File: config.mk
export PLATFORM = sky130hd
export DESIGN_NAME = hazard_stall_ctrl
export DESIGN_NICKNAME = d
export VERILOG_FILES = /design/src/rtl/hazard_stall_ctrl.sv
export SDC_FILE = /design/constraint.sdc
export NUM_CORES = 1
export LEC_CHECK = 0
export CAP_MARGIN = 20
export CORE_ASPECT_RATIO = 1.5
export CORE_UTILIZATION = 48
export CTS_CLUSTER_DIAMETER = 60
export DETAILED_ROUTE_END_ITERATION = 10
export MAX_ROUTING_LAYER = met4
export PLACE_DENSITY = 0.85
export SYNTH_ARGS = -nofsm -noshare
export SYNTH_HDL_FRONTEND = slang
export SYNTH_SLANG_ARGS = --single-unit
File: constraint.sdc
create_clock -name clock -period 3.8 [get_ports clock]
set_clock_uncertainty 0.15 [all_clocks]
set_input_delay 0.57 -clock clock [delete_from_list [all_inputs] [get_ports clock]]
set_output_delay 0.57 -clock clock [all_outputs]
set_load 0.01 [all_outputs]
File: src/rtl/hazard_stall_ctrl.sv
// Pipeline hazard controller: load-use and mult/div stalls, redirect flushes,
// and a saturating count of stalled cycles for the ID-stage pipeline registers.
module hazard_stall_ctrl #(
  parameter int unsigned MD_LATENCY = 32,
  parameter int unsigned CNT_W      = 16
) (
  input  logic             clock,
  input  logic             reset,
  input  logic [4:0]       id_rs,
  input  logic [4:0]       id_rt,
  input  logic             id_uses_rt,
  input  logic             id_md_start,
  input  logic             id_md_use,
  input  logic             ex_mem_read,
  input  logic [4:0]       ex_rt,
  input  logic             ex_redirect,
  output logic             pc_write,
  output logic             if_id_write,
  output logic             if_id_flush,
  output logic [2:0]       id_exe_write,
  output logic             md_busy,
  output logic             md_done,
  output logic [CNT_W-1:0] stall_cnt
);

  localparam int unsigned MD_CNT_W = $clog2(MD_LATENCY);

  typedef enum logic {IDLE = 1'b0, MD_BUSY = 1'b1} state_t;

  state_t              state;
  state_t              state_nxt;
  logic [MD_CNT_W-1:0] md_cnt;
  logic [MD_CNT_W-1:0] md_cnt_nxt;
  logic [CNT_W-1:0]    stall_cnt_q;

  logic lu;
  logic mds;
  logic md_last;
  logic md_issue;
  logic stall;

  // Hazard terms, all evaluated against the current cycle's ID/EXE contents
  always_comb begin
    md_last  = (state == MD_BUSY) && (md_cnt == '0);
    lu       = ex_mem_read && (ex_rt != 5'd0) &&
               ((ex_rt == id_rs) || (id_uses_rt && (ex_rt == id_rt)));
    mds      = (state == MD_BUSY) && id_md_use && !md_last;
    md_issue = id_md_start && !ex_redirect && !lu &&
               ((state == IDLE) || md_last);
    stall    = !ex_redirect && (lu || mds);
  end

  always_ff @(posedge clock or posedge reset) begin
    if (reset) begin
      state  <= IDLE;
      md_cnt <= '0;
    end else begin
      state  <= state_nxt;
      md_cnt <= md_cnt_nxt;
    end
  end

  // A redirect never aborts a running mult/div; only reset does
  always_comb begin
    state_nxt  = state;
    md_cnt_nxt = md_cnt;
    case (state)
      IDLE: begin
        if (md_issue) begin
          state_nxt  = MD_BUSY;
          md_cnt_nxt = MD_CNT_W'(MD_LATENCY - 1);
        end
      end
      MD_BUSY: begin
        if (md_issue) begin
          md_cnt_nxt = MD_CNT_W'(MD_LATENCY - 1);
        end else if (md_last) begin
          state_nxt = IDLE;
        end else begin
          md_cnt_nxt = md_cnt - MD_CNT_W'(1);
        end
      end
      default: begin
        state_nxt  = IDLE;
        md_cnt_nxt = '0;
      end
    endcase
  end

  // Write-enables are held low for as long as reset is asserted
  always_comb begin
    pc_write     = 1'b0;
    if_id_write  = 1'b0;
    if_id_flush  = 1'b0;
    id_exe_write = 3'b000;
    md_busy      = 1'b0;
    md_done      = 1'b0;
    if (!reset) begin
      md_busy = (state == MD_BUSY);
      md_done = md_last;
      if (ex_redirect) begin
        pc_write    = 1'b1;
        if_id_write = 1'b1;
        if_id_flush = 1'b1;
      end else if (!(lu || mds)) begin
        pc_write     = 1'b1;
        if_id_write  = 1'b1;
        id_exe_write = 3'b111;
      end
    end
  end

  always_ff @(posedge clock or posedge reset) begin
    if (reset) begin
      stall_cnt_q <= '0;
    end else if (stall && (stall_cnt_q != '1)) begin
      stall_cnt_q <= stall_cnt_q + CNT_W'(1);
    end
  end

  assign stall_cnt = stall_cnt_q;

endmodule

==> impl_results.md, run 1 <==
- Pre-Repair DR Iteration Count: 2
- Clock transition at the registers of the reported paths: roughly 0.13 ns
- Layout fillers: 183
- Tmin final: 3.74 ns
- Largest net degree at the start of global routing: 23
- Top Layer Used: met4
- Detailed-route via count: approximately 1.1k
- Root Buffer Master: clkbuf_4
- Util after Layout: 0.731
- Antenna Nets Post-Route: 0
- Met2 wire length: between 1500 and 2000 um
- Final Hold Viols: 0
- CP required: about 3 ns
- Maximum vdd drop: between 200 and 300 uV
- Slew @ Worst Pin: between 0.8 and 0.9 ns
- Lkg Pwr: just under 0.8 nW
- Max clock buf depth: 2
- Post-DP Area: around 1800 um^2
- Cells after DPL: 203
- Critical path peak fanout: 3
- Post-DP HPWL: 2180 um
- Top_reg_cell synth: dfrtp_1
- Status: complete, no violations
- Worst R2R Path Depth: 9
- DRC errors left: 0
- R2r startpoint: md_cnt[0]$_DFFE_PP0P_
- Critical Path Sink Type: output port
- Comb pwr share: 0.391
- Final period util: 0.984
- Max-Cap Viols: 0
- Core area: 2500 um^2
- Post-route non-filler standard cell count: about 210
- Max Fclk: ~270 MHz
- Routed WL: roughly 2800 um
- Die Width: 44.5 um
- IO Port Bufs: between 40 and 50
- Post-route cell area: between 1500 and 2000 um^2
- Initial antenna violation count: 0
- R2r setup slk: 1.43 ns
- Slowest CP cell: or4_1
- Power share of the clock group: 0.162
- Worst hold path class: reg -> reg
- Post-synth EDFFs: 0
- Clk sinks: 22
- Synth cell types: 35
- CP Cell Sequence: clkdlybuf4s50_1, or4_1, o21ai_2, nor2_1, a2111oi_1, buf_4, clkdlybuf4s50_1
- Most frequent cells in the layout: clkdlybuf4s50_1 (45), dfrtp_1 (22), xor2_1 (14)
- Power per standard cell area: 442 nW/um^2
- Final Wtd Congestion: between 0.8 and 0.9
- CP peak stage delay: 0.57 ns
- Std cell rows: 22
- Final max-slew violation count: 0
- Yosys warning total: 0
- Ports: 46
- Power Internal: 0.536 mW
- Ant. Diodes: 0
- Sequential fraction of the synthesis area: 0.423
- GRT Overall Usage: 0.224
- Worst slew margin: 0.445
- Setup_tns: 0 ns
- First-pass GRT wire length: between 4000 and 5000 um
- Post-synth ARST share: 1.00
- Clock buffer count from CTS: 3
- Initial core utilization: 0.520
- Remaining global-route overflow: 0
- CTS tree: built
- CP Class: in -> out
- CTS H-tree lvls: 1
- Worst path most repeated cell: clkdlybuf4s50_1
- Psw: 0.274 mW
- Net Sw Frac: 0.338
- First DRT Iteration DRCs: 10
- Fin nets: between 150 and 200
- RR Endpoint: stall_cnt[1]$_DFFE_PP0P_
- Critical path endpoint: id_exe_write[1]
- Syn Inst Count: ~120
- Flop pwr share: 0.447
- Number of vias per cell: 5.29
- Syn Nets: around 150
- Die Span Y: roughly 66 um
- Critical Path Source Type: input pin
- Final setup fails: 0
- Layout cell share with drive strength beyond 1: 0.0988
- WL met3: around 100 um
- Routed WL per cell: 13.4 um
- Commonest non-fill, non-tap cell in the layout: clkdlybuf4s50_1
- Mapped Area: 1300 um^2
- Area growth from synthesis to layout: 40.6%
- Overall power: about 0.81 mW
- Clk_lat worst skew: slightly above 0.3 ns
- CP startpoint: ex_rt[1]
- Vias in the first global route: around 1.1k
- CP arrival: ~3.0 ns
- Post-synthesis register bit count: 22
- Met1 wire length: about 1100 um
- Hold buffer count at CTS: 0
- Syn Area/Cell: 10.6 um^2
- Full die area: roughly 2900 um^2
per-layer routing:
layer | vias up | global-route usage
met5 | - | -
met4 | 0 | 0.114
met3 | 5 | 0.0191
met2 | 43 | 0.381
met1 | 518 | 0.257
li1 | 535 | -
critical path: cells and delay by family:
family,cells,cell delay [ns]
buffers and inverters,3,1.19
and+or+nand+nor,2,0.66
AOI/OAI and AO/OA,2,0.60
synthesized netlist by cell type (3+ instances only):
master    n  area share
inv_1     3      0.0086
nor2_1    7       0.020
xnor2_1  12       0.081
xor2_1   14       0.094
nor3_1    5       0.019
nand3_1  11       0.042
nand2_1   4       0.012
dfrtp_1  22        0.42
and3_1    6       0.029
buf_4     3       0.017
ha_1      3       0.029
nand4_1   4       0.019
final cells by class:
cell class              instances  area (um^2)  area share
repair buffers                 49          480       0.262
multi-input cells              94          708       0.387
clock buffers                   4         36.3      0.0198
flip-flops and latches         22          551       0.301
well taps                      36         45.0      0.0246
inverters                       3         11.3     0.00615
kinds of logic after synthesis:
group	share of synthesized area
xor gates and xnor gates	0.175
and+or+nand+nor	0.237
buffers and inverters	0.0346
adders and majority gates	0.0288
AOI/OAI and AO/OA	0.0817
muxes	0.0202
DFF	0.423
worst min path at each step:
stage | from | to | slack [ns] | cells after the start
detailed placement | stall_cnt[4]$_DFFE_PP0P_ | stall_cnt[4]$_DFFE_PP0P_ | 0.34 | 1
global placement | stall_cnt[8]$_DFFE_PP0P_ | stall_cnt[8]$_DFFE_PP0P_ | 0.32 | 1
CTS | stall_cnt[13]$_DFFE_PP0P_ | stall_cnt[13]$_DFFE_PP0P_ | 0.36 | 1
finish | stall_cnt[13]$_DFFE_PP0P_ | stall_cnt[13]$_DFFE_PP0P_ | 0.35 | 1
global route | stall_cnt[13]$_DFFE_PP0P_ | stall_cnt[13]$_DFFE_PP0P_ | 0.38 | 1
floorplan | stall_cnt[4]$_DFFE_PP0P_ | stall_cnt[4]$_DFFE_PP0P_ | 0.37 | 1
state kept, by name (all words and copies together), names as in the netlist:
signal / flops
md_cnt: 5
stall_cnt: 16
state: 1
repair_timing:
| item | in CTS | in global routing |
|---|---|---|
| endpoints found under the setup margin | 0 | 3 |
| setup buffers | 0 | 1 |
| resized for setup | 0 | 1 |
stage by stage:
step / worst slack, ns / hold slack [ns]
6_report: 0.0590 / 0.353
5_1_grt: -0.0126 / 0.381
4_1_cts: 0.0516 / 0.357
3_5_place_dp: 0.0852 / 0.337
3_3_place_gp: 0.169 / 0.322
2_1_floorplan: 0.528 / 0.366
power by group through the flow:
stage,Sequential (mW),Combinational [mW],Clock [mW]
global placement,0.360,0.307,0
finish,0.362,0.317,0.131
detailed placement,0.366,0.318,0
CTS,0.362,0.319,0.134
global route,0.372,0.352,0.140
floorplan,0.365,0.178,0
No activity file was read; power rests on OpenSTA's default activity.
==> run 2: changes to the inputs <==
--- a/config.mk
+++ b/config.mk
@@ -10,6 +10,7 @@
 export CORE_UTILIZATION = 48
 export CTS_CLUSTER_DIAMETER = 60
 export DETAILED_ROUTE_END_ITERATION = 10
+export HOLD_SLACK_MARGIN = 0.12
 export MAX_ROUTING_LAYER = met4
 export PLACE_DENSITY = 0.85
 export SYNTH_ARGS = -nofsm -noshare
==> results of run 2 <==
Same layout as run 1: the final DEF is identical, and so are final timing and power.
